`src/rtl/wb_trace_buffer_if.sv`:
```
// rtl/wb_trace_buffer_if.sv - write-back stage observation bus sampled by the trace buffer
interface wb_trace_buffer_if #(
  parameter int PC_W   = 32,
  parameter int DATA_W = 32
);
  logic              wb_valid;
  logic              stall_memwb;
  logic [PC_W-1:0]   pc_wb;
  logic [4:0]        rw_wb;
  logic              reg_we_wb;
  logic [DATA_W-1:0] reg_din_wb;
  logic              is_exception;

  modport master (
    output wb_valid, stall_memwb, pc_wb, rw_wb, reg_we_wb, reg_din_wb, is_exception
  );

  modport slave (
    input  wb_valid, stall_memwb, pc_wb, rw_wb, reg_we_wb, reg_din_wb, is_exception
  );
endinterface

```
`src/rtl/wb_trace_buffer.sv`:
```
// rtl/wb_trace_buffer.sv - circular trace of retired WB events frozen around a PC/exception trigger
module wb_trace_buffer #(
  parameter int DEPTH      = 16,
  parameter int AW         = 4,
  parameter int PC_W       = 32,
  parameter int DATA_W     = 32,
  parameter int POST_DEPTH = 4
) (
  input  logic                     clk,
  input  logic                     resetn,
  wb_trace_buffer_if.slave         wb,
  input  logic                     arm,
  input  logic                     trig_pc_en,
  input  logic [PC_W-1:0]          trig_pc,
  input  logic                     trig_exc_en,
  input  logic                     rd_en,
  input  logic [AW-1:0]            rd_idx,
  output logic                     rd_valid,
  output logic                     rd_err,
  output logic [PC_W+DATA_W+6:0]   rd_rec,
  output logic [AW:0]              count,
  output logic [AW-1:0]            trig_pos,
  output logic [1:0]               state
);

  if (POST_DEPTH >= DEPTH || DEPTH < 4 || (1 << AW) != DEPTH) begin : g_bad_params
    $error("wb_trace_buffer: need DEPTH=2**AW >= 4 and POST_DEPTH < DEPTH");
  end

  typedef enum logic [1:0] {
    ST_IDLE  = 2'd0,
    ST_ARMED = 2'd1,
    ST_POST  = 2'd2,
    ST_DONE  = 2'd3
  } state_t;

  localparam int REC_W = PC_W + DATA_W + 7;

  state_t           state_q, state_d;
  logic [AW-1:0]    wr_ptr_q;
  logic [AW:0]      count_q;
  logic [AW-1:0]    post_cnt_q, post_cnt_d;
  logic [AW-1:0]    trig_ptr_q, trig_ptr_d;
  logic             wr_en;
  logic             clear;
  logic             cap;
  logic             trig;
  logic [AW-1:0]    oldest_ptr;
  logic [AW-1:0]    rd_addr;
  logic [REC_W-1:0] rec_in;
  logic [REC_W-1:0] mem [DEPTH];

  assign cap = wb.wb_valid & ~wb.stall_memwb & (state_q == ST_ARMED || state_q == ST_POST);
  assign trig = cap & ((trig_pc_en & (wb.pc_wb == trig_pc)) | (trig_exc_en & wb.is_exception));
  assign rec_in = {wb.is_exception, wb.reg_we_wb, wb.rw_wb, wb.reg_din_wb, wb.pc_wb};

  // With count == DEPTH the low bits of count are zero, so the oldest record sits at wr_ptr.
  assign oldest_ptr = wr_ptr_q - count_q[AW-1:0];
  assign trig_pos   = trig_ptr_q - oldest_ptr;
  assign rd_addr    = oldest_ptr + rd_idx;
  assign count      = count_q;
  assign state      = state_q;

  always_comb begin
    state_d    = state_q;
    post_cnt_d = post_cnt_q;
    trig_ptr_d = trig_ptr_q;
    wr_en      = 1'b0;
    clear      = 1'b0;
    if (arm) begin
      state_d    = ST_ARMED;
      post_cnt_d = '0;
      clear      = 1'b1;
    end else begin
      case (state_q)
        ST_ARMED: begin
          if (cap) begin
            wr_en = 1'b1;
            if (trig) begin
              trig_ptr_d = wr_ptr_q;
              if (POST_DEPTH == 0) begin
                state_d = ST_DONE;
              end else begin
                post_cnt_d = AW'(POST_DEPTH);
                state_d    = ST_POST;
              end
            end
          end
        end
        ST_POST: begin
          if (cap) begin
            wr_en      = 1'b1;
            post_cnt_d = post_cnt_q - AW'(1);
            if (post_cnt_q == AW'(1)) begin
              state_d = ST_DONE;
            end
          end
        end
        default: ;
      endcase
    end
  end

  always_ff @(posedge clk) begin
    if (!resetn) begin
      state_q    <= ST_IDLE;
      wr_ptr_q   <= '0;
      count_q    <= '0;
      post_cnt_q <= '0;
      trig_ptr_q <= '0;
    end else begin
      state_q    <= state_d;
      post_cnt_q <= post_cnt_d;
      trig_ptr_q <= trig_ptr_d;
      if (clear) begin
        wr_ptr_q <= '0;
        count_q  <= '0;
      end else if (wr_en) begin
        wr_ptr_q <= wr_ptr_q + AW'(1);
        if (count_q != (AW+1)'(DEPTH)) begin
          count_q <= count_q + (AW+1)'(1);
        end
      end
    end
  end

  always_ff @(posedge clk) begin
    if (wr_en) begin
      mem[wr_ptr_q] <= rec_in;
    end
  end

  // Readout only returns data once the window is frozen; arm swallows a coincident request.
  always_ff @(posedge clk) begin
    if (!resetn) begin
      rd_valid <= 1'b0;
      rd_err   <= 1'b0;
      rd_rec   <= '0;
    end else if (rd_en && !arm) begin
      rd_valid <= 1'b1;
      if (state_q == ST_DONE && {1'b0, rd_idx} < count_q) begin
        rd_rec <= mem[rd_addr];
        rd_err <= 1'b0;
      end else begin
        rd_rec <= '0;
        rd_err <= 1'b1;
      end
    end else begin
      rd_valid <= 1'b0;
      rd_err   <= 1'b0;
    end
  end

endmodule

```
`src/flat_wrapper.sv`:
```
// flat-port wrapper written by rule: the top's interface ports become plain ports
module wb_trace_buffer_flat 
#(
  parameter int DEPTH      = 16,
  parameter int AW         = 4,
  parameter int PC_W       = 32,
  parameter int DATA_W     = 32,
  parameter int POST_DEPTH = 4
)
  (clk, resetn, arm, trig_pc_en, trig_pc, trig_exc_en, rd_en, rd_idx, rd_valid, rd_err, rd_rec, count, trig_pos, state, wb_wb_valid, wb_stall_memwb, wb_pc_wb, wb_rw_wb, wb_reg_we_wb, wb_reg_din_wb, wb_is_exception);
  wb_trace_buffer_if #(.PC_W(PC_W), .DATA_W(DATA_W)) wb_i ();
  input  logic clk;
  input  logic resetn;
  input  logic arm;
  input  logic trig_pc_en;
  input  logic [PC_W-1:0] trig_pc;
  input  logic trig_exc_en;
  input  logic rd_en;
  input  logic [AW-1:0] rd_idx;
  output logic rd_valid;
  output logic rd_err;
  output logic [PC_W+DATA_W+6:0] rd_rec;
  output logic [AW:0] count;
  output logic [AW-1:0] trig_pos;
  output logic [1:0] state;
  input wire logic [$bits(wb_i.wb_valid)-1:0] wb_wb_valid;
  input wire logic [$bits(wb_i.stall_memwb)-1:0] wb_stall_memwb;
  input wire logic [$bits(wb_i.pc_wb)-1:0] wb_pc_wb;
  input wire logic [$bits(wb_i.rw_wb)-1:0] wb_rw_wb;
  input wire logic [$bits(wb_i.reg_we_wb)-1:0] wb_reg_we_wb;
  input wire logic [$bits(wb_i.reg_din_wb)-1:0] wb_reg_din_wb;
  input wire logic [$bits(wb_i.is_exception)-1:0] wb_is_exception;
  assign wb_i.wb_valid = wb_wb_valid;
  assign wb_i.stall_memwb = wb_stall_memwb;
  assign wb_i.pc_wb = wb_pc_wb;
  assign wb_i.rw_wb = wb_rw_wb;
  assign wb_i.reg_we_wb = wb_reg_we_wb;
  assign wb_i.reg_din_wb = wb_reg_din_wb;
  assign wb_i.is_exception = wb_is_exception;
  wb_trace_buffer #(.DEPTH(DEPTH), .AW(AW), .PC_W(PC_W), .DATA_W(DATA_W), .POST_DEPTH(POST_DEPTH)) u_core (.clk(clk), .resetn(resetn), .wb(wb_i), .arm(arm), .trig_pc_en(trig_pc_en), .trig_pc(trig_pc), .trig_exc_en(trig_exc_en), .rd_en(rd_en), .rd_idx(rd_idx), .rd_valid(rd_valid), .rd_err(rd_err), .rd_rec(rd_rec), .count(count), .trig_pos(trig_pos), .state(state));
endmodule
```
`config.mk`:
```
export PLATFORM = sky130hd
export DESIGN_NAME = wb_trace_buffer_flat
export DESIGN_NICKNAME = d
export VERILOG_FILES = /design/src/rtl/wb_trace_buffer_if.sv /design/src/rtl/wb_trace_buffer.sv /design/src/flat_wrapper.sv
export SDC_FILE = /design/constraint.sdc
export NUM_CORES = 1
export LEC_CHECK = 0
export CORE_ASPECT_RATIO = 0.8
export CORE_MARGIN = 2
export CORE_UTILIZATION = 38
export DETAILED_ROUTE_END_ITERATION = 8
export PLACE_DENSITY_LB_ADDON = 0.08
export SLEW_MARGIN = 20
export SYNTH_ARGS = -nofsm -noshare
export SYNTH_HDL_FRONTEND = slang
export SYNTH_SLANG_ARGS = --single-unit
export TNS_END_PERCENT = 20
```
`constraint.sdc`:
```
create_clock -name clk -period 24.2 [get_ports clk]
set_clock_uncertainty 0.05 [all_clocks]
set_input_delay 4.84 -clock clk [delete_from_list [all_inputs] [get_ports clk]]
set_output_delay 4.84 -clock clk [all_outputs]
set_load 0.05 [all_outputs]
```
==> impl_metrics.py, run 1 <==
metrics = {
    "status": {
        "status": "finished clean",
    },
    "cts": {
        "cts_hold_buf": 0,
        "clk_path_buf_depth": 3,
        "clk_pin_slew_ns": 0.06,
        "clkSinkCount": 1228,
        "cts_made_buffers": 132,
        "root_buffer": "clkbuf_16",
        "cts-resized-gates": 0,
        "cts_setup_buffers": 0,
        "htree_levels": 4,
        "cts_tree": "done",
        "clkLatencyLatePin_ns": 0.74,
    },
    "flow_run": {
        "max_cap_viol_count": 0,
    },
    "floorplanning": {
        "die_y_um": 321,
        "initial_core_util_pct": 38.2,
        "row_count": 116,
        "die_area_mm2": 0.128,
        "top_level_ports": 199,
        "core_mm2": 0.125,
        "die_x_um": 400,
    },
    "setup_path": {
        "path_class": "input port to flip-flop",
        "crit_cells": 11,
        "crit_fanout": 68,
        "reg2reg_from": "u_core.wr_ptr_q[0]",
        "reg2reg_slack_ns": 17.38,
        "startpoint_type": "input port",
        "cp_common_cell": "buf_4",
        "arrival_ns": 10.82,
        "critPathBufInv": 5,
        "required_ns": 24.77,
        "critPathMaxStageDelay_ns": 1.42,
        "endpoint": "u_core.rd_rec[60]",
        "startpoint": "rd_idx[0]",
        "r2r-end": "u_core.rd_rec[60]",
        "cpLargestDelayFamily": "buffers and inverters",
        "rr_worst_depth": 13,
        "path_cells": "clkdlybuf4s50_1 -> ha_4 -> inv_1 -> fa_4 -> buf_4 -> buf_4 -> buf_4 -> mux4_2 -> nand2_1 -> nand3_2 -> a32o_1",
        "worstSetupEndpointType": "flip-flop",
        "cpMaxStageDelayCell": "fa_4",
    },
    "route": {
        "wl_met3_mm": 6.99,
        "ant_nets": 0,
        "vias_per_cell": 5.42,
        "first_iter_violations": 1769,
        "drc": 0,
        "top_layer": "met5",
        "vias": 23689,
        "met2_length_mm": 61.5,
        "dr.pass1.iters": 5,
        "drt_wl_total_mm": 127,
        "wire_per_inst_um": 29.1,
        "wl_met1_mm": 55.9,
    },
    "timing": {
        "holdWs_ns": 0.421,
        "maxSlewViolCount": 0,
        "timing.fmax_mhz": 97.6,
        "fin_crit_sh_pct": 42.4,
        "final_hold_viol_count": 0,
        "final.setup.worst_slack_ns": 13.95,
        "slew_headroom_pct": 26.3,
        "tns_ns": 0,
        "setup_violations": 0,
        "final.min_clock_period_ns": 10.25,
        "tightest_slew_ns": 1.11,
        "rsz0062_at_grt": "false",
    },
    "synthesis": {
        "synth-seq-area-share_pct": 75.5,
        "synth_edf_count": 1136,
        "synth.avg_cell_area_um2": 20.2,
        "ys_ff_latch": 1228,
        "yosysWarnings": 0,
        "netlist_instances": 2361,
        "synthDistinctLibCells": 44,
        "syn_nets": 2502,
        "synthFlopType": "edfxtp_1",
        "mappedNetlistArea_mm2": 0.0476,
        "synth-async-reset-ratio_pct": 0,
    },
    "global_routing": {
        "gr-total-overflow": 0,
        "gr-usage-all-layers_pct": 20.1,
        "first_global_vias": 25381,
        "grt_pass1_wl_mm": 182,
        "grt_max_degree": 131,
        "antenna_found_initial": 12,
    },
    "min_path": {
        "hold_path.startpoint": "u_core.trig_ptr_q[0]",
        "holdCritPathClass": "flip-flop to flip-flop",
    },
    "placed_design": {
        "hpwl_mm": 63.2,
        "place.gp.congestion": 0.726,
        "postPlaceCellArea_mm2": 0.0516,
        "dp_slack_ns": 13.10,
        "port_buffers": 198,
    },
    "final_layout": {
        "area_growth_syn_to_layout_pct": 17.1,
        "drive_above_1_share_pct": 22.4,
        "design_area_mm2": 0.0557,
        "nets": 2755,
    },
    "power_and_ir_drop": {
        "powerDensity_mw_per_mm2": 81.6,
        "power_leakage_nw": 17.6,
        "ir_drop_uv": 70.1,
    },
}
-- placed cells by master, fill, tap and decap left out, types with 4 or more instances in the layout --
master	n
edfxtp_1	1136
nand2_1	308
mux4_2	284
clkdlybuf4s50_1	198
clkbuf_16	138
dfxtp_1	92
nand3b_1	71
a32o_1	71
nand3_2	70
buf_4	45
clkbuf_1	43
inv_1	24
xnor2_1	24
ha_1	22
xor2_1	19
clkinv_2	18
clkinv_1	16
nor2_1	15
nor2_4	12
clkbuf_8	12
diode_2	8
nand4_1	8
mux2i_1	8
a21o_1	7
a21oi_1	6
nand3_1	6
o21ai_0	4
nor4_1	4
bufinv_16	4
buf_12	4
-- power by group --
group	internal (mW)	total [mW]	switching, mW
combinational	0.128	0.303	0.175
clock	1.12	1.92	0.798
sequential	2.32	2.32	0.00155
-- metrics by stage --
stage,power (mW),std cells,utilization [%]
2_1_floorplan,2.57,2361,-
3_3_place_gp,2.67,4132,41.4
3_5_place_dp,2.68,4132,41.4
4_1_cts,4.61,4366,44.7
5_1_grt,4.71,4367,44.7
6_report,4.54,4374,44.7
-- metal layers --
| metal | global-route usage (%) | up-vias |
|---|---|---|
| met1 | 27.3 | 12845 |
| met4 | 5.62 | 14 |
| li1 | - | 10073 |
| met2 | 32.8 | 587 |
| met5 | 0 | - |
| met3 | 4.23 | 170 |
-- logic make-up (layout without fill, tap and decap cells) --
| group | Yosys count | count (layout) | share of synthesized area (%) |
|---|---|---|---|
| buf+inv | 155 | 508 | 1.61 |
| fa+ha+maj | 26 | 26 | 0.731 |
| compound gates | 99 | 99 | 1.89 |
| other cells | 0 | 8 | 0 |
| mux | 292 | 292 | 13.6 |
| simple gates | 513 | 513 | 5.69 |
| xor+xnor | 48 | 48 | 0.931 |
| flops | 1228 | 1228 | 75.5 |
-- synthesized netlist by cell type (all sizes together), types with 8 or more instances --
cell / n / area (um2)
edfxtp: 1136 / 34100
nand2: 308 / 1160
mux4: 284 / 6400
dfxtp: 92 / 1840
clkbuf: 83 / 313
nand3: 76 / 731
a32o: 71 / 711
nand3b: 71 / 533
buf: 47 / 358
xnor2: 28 / 268
nor2: 27 / 101
inv: 25 / 93.8
ha: 23 / 288
xor2: 20 / 175
mux2i: 8 / 80.1
nand4: 8 / 50.1
-- state kept, by name, summed over array words and instances, names as in the netlist --
register and count:
u_core.count 5, u_core.rd_rec 71, u_core.state 2, u_core.rd_valid 1, u_core.wr_ptr_q 4, u_core.rd_err 1
u_core.post_cnt_q 4, u_core.mem 1136, u_core.trig_ptr_q 4
-- how the worst min path moves through the flow --
stage | endpoint | cells past startpoint
after floorplan | u_core.trig_ptr_q[0] | 2
after global placement | u_core.rd_rec[27] | 1
after detailed placement | u_core.rd_rec[27] | 1
after CTS | u_core.trig_ptr_q[0] | 2
after global routing | u_core.trig_ptr_q[0] | 2
final | u_core.trig_ptr_q[0] | 2
-- worst register-to-register path: stages, from the launching register on --
cell and delay [ns]:
dfxtp_1 0.37, inv_1 0.17, ha_1 0.18, inv_2 0.04, fa_1 0.57, inv_1 0.10, fa_4 1.39, buf_4 0.91
buf_4 0.97, buf_4 0.96, mux4_2 0.49, nand2_1 0.11, nand3_2 0.09, a32o_1 0.29
-- final cells by class --
class | count | area (um2)
antenna | 8 | 20.0
sequential | 1228 | 36000
multi-input combinational | 978 | 11100
tap | 1652 | 2070
timing repair buffer | 249 | 2420
inverter | 25 | 93.8
clock inverter | 41 | 304
fill | 10599 | 69000
clock buffer | 193 | 3780
Power figures use the tool's default switching activity.
==> run 2, diff against run 1 <==
==> constraint.sdc (replaced) <==
create_clock -name clk -period 9.15 [get_ports clk]
set_clock_uncertainty 0.05 [all_clocks]
set_input_delay 1.83 -clock clk [delete_from_list [all_inputs] [get_ports clk]]
set_output_delay 1.83 -clock clk [all_outputs]
set_load 0.05 [all_outputs]
==> run 2 against run 1 <==
  * Global-route usage down 0.20 points
  * Clock power rose to 2.7 times the previous value
  * Die area did not move
  * Worst hold slack got worse by 0.0054 ns
  * Combinational power grew to 2.7 times the previous value
  * Routed wire length fell by 1.2%
  * Critical endpoint is now trig_pos[3]
==> impl_metrics.py, run 2 (synthesis results as in run 1) <==
metrics = {
    "status": {
        "status": "finished clean",
    },
    "global_routing": {
        "antenna_found_initial": 13,
        "grt_max_degree": 96,
        "gr-total-overflow": 0,
        "grt_pass1_wl_mm": 181,
        "first_global_vias": 25440,
        "gr-usage-all-layers_pct": 19.9,
    },
    "cts": {
        "cts-resized-gates": 0,
        "cts_made_buffers": 133,
        "htree_levels": 4,
        "cts_tree": "done",
        "clk_path_buf_depth": 3,
        "clkSinkCount": 1228,
        "cts_setup_buffers": 0,
        "cts_hold_buf": 0,
        "clkLatencyLatePin_ns": 0.75,
        "root_buffer": "clkbuf_16",
        "clk_pin_slew_ns": 0.05,
    },
    "setup_path": {
        "required_ns": 7.27,
        "r2r-end": "u_core.rd_rec[45]",
        "reg2reg_from": "u_core.wr_ptr_q[0]",
        "crit_fanout": 6,
        "startpoint_type": "flip-flop",
        "worstSetupEndpointType": "output pin",
        "startpoint": "u_core.wr_ptr_q[0]",
        "path_class": "flip-flop to output pin",
        "endpoint": "trig_pos[3]",
        "reg2reg_slack_ns": 4.46,
        "arrival_ns": 4.08,
        "rr_worst_depth": 11,
    },
    "route": {
        "vias": 23713,
        "vias_per_cell": 5.43,
        "dr.pass1.iters": 7,
        "first_iter_violations": 2165,
        "wire_per_inst_um": 28.8,
        "drc": 0,
        "drt_wl_total_mm": 126,
        "ant_nets": 0,
    },
    "final_layout": {
        "fillers": 10593,
        "final_common_cell": "edfxtp_1",
        "drive_above_1_share_pct": 22.6,
        "top_register": "u_core.mem",
        "layout.cells.non_filler": 4364,
        "area_growth_syn_to_layout_pct": 17.5,
        "final_cell_mix": "edfxtp_1 (1136), nand2_1 (308), mux4_2 (284)",
        "nets": 2749,
        "seqCellArea_mm2": 0.0360,
        "largest_register_ffs": 1136,
        "multi_input_area_mm2": 0.0111,
    },
    "floorplanning": {
        "core_mm2": 0.125,
        "top_level_ports": 199,
        "row_count": 116,
        "die_y_um": 321,
        "die_x_um": 400,
        "die_area_mm2": 0.128,
        "initial_core_util_pct": 38.2,
    },
    "timing": {
        "fin_crit_sh_pct": 65.1,
        "slew_headroom_pct": 26.2,
        "tightest_slew_ns": 1.11,
        "timing.fmax_mhz": 168,
        "tns_ns": 0,
        "setup_violations": 0,
        "final_hold_viol_count": 0,
        "rsz0062_at_grt": "false",
        "maxSlewViolCount": 0,
        "final.min_clock_period_ns": 5.96,
        "final.setup.worst_slack_ns": 3.19,
    },
    "min_path": {
        "holdCritPathClass": "flip-flop to flip-flop",
        "hold_path.startpoint": "u_core.rd_rec[59]",
    },
    "power_and_ir_drop": {
        "swShare_pct": 21.4,
        "comb_power_share_pct": 6.6,
        "p_clk_share_pct": 43.0,
        "power_leakage_nw": 17.7,
        "power_mw": 12.2,
        "ir_drop_uv": 195,
        "powerDensity_mw_per_mm2": 218,
        "p_int_mw": 9.57,
        "p_seq_share_pct": 50.4,
        "p_sw_mw": 2.61,
    },
    "placed_design": {
        "dp_slack_ns": 3.21,
        "place.gp.congestion": 0.742,
        "placed_cells": 4125,
        "port_buffers": 198,
        "hpwl_mm": 60.6,
    },
    "flow_run": {
        "max_cap_viol_count": 0,
    },
}
-- run 2: through the flow --
step	util [%]	hold WS, ns	instance area, um2
final	44.9	0.416	55900
after global routing	44.9	0.428	55900
after CTS	44.9	0.420	55900
after detailed placement	41.4	0.407	51700
after global placement	41.4	0.401	51700
after floorplan	-	0.385	47600
-- run 2: worst min-delay path by stage --
stage / slack (ns) / depth (start not counted) / to
global route: 0.43 / 1 / u_core.rd_rec[59]
floorplan: 0.38 / 2 / u_core.trig_ptr_q[0]
finish: 0.42 / 1 / u_core.rd_rec[59]
detailed placement: 0.41 / 2 / u_core.trig_ptr_q[0]
CTS: 0.42 / 1 / u_core.rd_rec[14]
global placement: 0.40 / 1 / u_core.rd_rec[14]
-- run 2: critical path: stages (launching register included) --
cell	delay (ns)
dfxtp_1	0.37
inv_1	0.17
ha_1	0.18
inv_2	0.04
fa_1	0.57
inv_1	0.10
ha_1	0.28
a21o_1	0.15
a21oi_1	0.21
xnor2_1	0.11
xnor2_1	0.27
clkdlybuf4s50_1	0.86
-- run 2: cell type report --
type | instances | area share (%)
timing repair buffer | 242 | 4.45
sequential | 1228 | 64.3
antenna | 3 | 0.0134
clock inverter | 53 | 0.792
clock buffer | 183 | 6.82
tap | 1652 | 3.70
inverter | 25 | 0.168
multi-input combinational | 978 | 19.8
-- run 2: power groups by stage --
| stage | logic, mW | registers, mW | clock network, mW |
|---|---|---|---|
| 4_1_cts | 0.824 | 6.14 | 5.38 |
| 3_3_place_gp | 0.811 | 6.26 | 0 |
| 6_report | 0.803 | 6.14 | 5.24 |
| 3_5_place_dp | 0.822 | 6.26 | 0 |
| 5_1_grt | 0.878 | 6.14 | 5.59 |
| 2_1_floorplan | 0.518 | 6.27 | 0 |
-- run 2: per-layer routing --
metal	part of all wire, %	global-route usage [%]
met1	43	27.2
met2	49	32.6
met3	5.5	3.68
met4	2.4	5.95
met5	0.083	0
==> run 3, diff against run 2 <==
==> constraint.sdc (replaced) <==
create_clock -name clk -period 5.19 [get_ports clk]
set_clock_uncertainty 0.05 [all_clocks]
set_input_delay 1.038 -clock clk [delete_from_list [all_inputs] [get_ports clk]]
set_output_delay 1.038 -clock clk [all_outputs]
set_load 0.05 [all_outputs]
==> run 3 against run 2 <==
  * Clock power rose by 76%
  * Cell count rose by 1.3%
  * Count of clock-buffer cells in the layout rose by 13
  * Non-clock buffer count rose by 54
  * Critical path depth did not move
  * Power rose by 77%
  * Critical endpoint unchanged
==> impl_metrics.py, run 3 (synthesis results as in run 1) <==
metrics = {
    "timing": {
        "tightest_slew_ns": 1.05,
        "tns_ns": 0,
        "final.setup.worst_slack_ns": 0.505,
        "rsz0062_at_grt": "false",
        "maxSlewViolCount": 0,
        "setup_violations": 0,
        "timing.fmax_mhz": 213,
        "final_hold_viol_count": 0,
        "fin_crit_sh_pct": 90.3,
        "slew_headroom_pct": 30.0,
        "final.min_clock_period_ns": 4.69,
    },
    "final_layout": {
        "design_area_mm2": 0.0568,
        "nets": 2802,
        "largest_register_ffs": 1136,
        "area_growth_syn_to_layout_pct": 19.4,
        "top_register": "u_core.mem",
        "multi_input_area_mm2": 0.0111,
        "final_cell_mix": "edfxtp_1 (1136), nand2_1 (308), mux4_2 (284)",
        "diodes": 0,
        "drive_above_1_share_pct": 23.9,
        "final_common_cell": "edfxtp_1",
        "fillers": 10535,
        "seqCellArea_mm2": 0.0360,
    },
    "setup_path": {
        "worstSetupEndpointType": "output pin",
        "cpMaxStageDelayCell": "fa_1",
        "path_class": "flip-flop to output pin",
        "crit_fanout": 6,
        "critPathMaxStageDelay_ns": 0.56,
        "required_ns": 4.10,
        "path_cells": "inv_1 -> ha_1 -> inv_2 -> fa_1 -> inv_1 -> ha_1 -> a21o_1 -> a21oi_1 -> xnor2_1 -> xnor2_1 -> dlymetal6s2s_1",
        "arrival_ns": 3.60,
        "startpoint_type": "flip-flop",
    },
    "placed_design": {
        "postPlaceCellArea_mm2": 0.0526,
        "port_buffers": 198,
        "place.gp.congestion": 0.738,
        "hpwl_mm": 65.7,
        "dp_slack_ns": 0.633,
    },
    "min_path": {
        "holdCritPathClass": "flip-flop to flip-flop",
    },
    "power_and_ir_drop": {
        "power_leakage_nw": 18.1,
        "powerDensity_mw_per_mm2": 379,
        "power_mw": 21.5,
        "ir_drop_uv": 371,
    },
    "global_routing": {
        "grt_pass1_wl_mm": 179,
        "first_global_vias": 25314,
        "gr-total-overflow": 0,
        "grt_max_degree": 72,
        "antenna_found_initial": 6,
        "gr-usage-all-layers_pct": 19.7,
    },
    "cts": {
        "clk_pin_slew_ns": 0.07,
        "htree_levels": 4,
        "cts_tree": "done",
        "cts_made_buffers": 132,
        "clkLatencyLatePin_ns": 0.76,
        "root_buffer": "clkbuf_16",
        "clk_path_buf_depth": 3,
        "clkSinkCount": 1228,
    },
    "route": {
        "vias_per_cell": 5.37,
        "first_iter_violations": 1795,
        "dr.pass1.iters": 5,
        "vias": 23751,
        "drt_wl_total_mm": 124,
        "ant_nets": 0,
        "drc": 0,
        "wire_per_inst_um": 28.1,
    },
    "floorplanning": {
        "core_mm2": 0.125,
        "die_y_um": 321,
        "top_level_ports": 199,
        "die_area_mm2": 0.128,
        "row_count": 116,
        "initial_core_util_pct": 38.2,
        "die_x_um": 400,
    },
    "flow_run": {
        "max_cap_viol_count": 0,
    },
    "status": {
        "status": "finished clean",
    },
}
-- run 3: critical path, delay by kind of cell (launching register included) --
family,cells,cell delay [ns]
compound gates,2,0.32
buf+inv,4,0.80
fa+ha+maj,3,1.03
flops,1,0.36
xor+xnor,2,0.34
-- run 3: worst paths after layout --
| path | from | endpoint | slack [ns] | cells past startpoint |
|---|---|---|---|---|
| worst max-delay path | u_core.wr_ptr_q[0] | trig_pos[3] | 0.50 | 11 |
| worst min register to register | u_core.rd_rec[63] | u_core.rd_rec[63] | 0.42 | 1 |
| worst max register to register | u_core.wr_ptr_q[0] | u_core.rd_rec[49] | 1.14 | 12 |
| worst min-delay path | u_core.rd_rec[63] | u_core.rd_rec[63] | 0.42 | 1 |
-- run 3: layout make-up --
cell class | instances | area share [%]
inverters | 25 | 0.165
multi-input cells | 978 | 19.5
flip-flops and latches | 1228 | 63.3
clock buffers | 196 | 6.64
clock inverters | 47 | 0.821
well taps | 1652 | 3.64
repair buffers | 296 | 5.93
-- run 3: layer usage --
metal	vias to the layer above	global-route usage (%)	part of all wire [%]
li1	10178	-	-
met5	-	0	0.063
met4	12	5.08	1.9
met3	167	3.70	5.1
met2	588	32.1	49
met1	12806	27.2	44
-- run 3: through the flow --
stage / utilization [%] / instances / hold slack, ns
floorplan: - / 2361 / 0.385
global placement: 42.2 / 4179 / 0.409
detailed placement: 42.2 / 4179 / 0.408
CTS: 45.6 / 4422 / 0.422
global route: 45.6 / 4422 / 0.434
finish: 45.6 / 4422 / 0.416
-- run 3: report_power, final --
group | internal, mW | leakage (nW) | total (mW) | switching (mW)
Combinational | 0.643 | 5.07 | 1.47 | 0.831
Clock | 5.40 | 2.06 | 9.23 | 3.83
Sequential | 10.8 | 11.0 | 10.8 | 0.00705
-- run 3: what timing repair did --
| item | CTS | global route |
|---|---|---|
| gates resized for setup | 0 | 1 |
| buffers inserted | 0 | 0 |
| hold buffers | 0 | 0 |
| hold endpoints to repair | 0 | 0 |
| endpoints found under the setup margin | 0 | 1 |
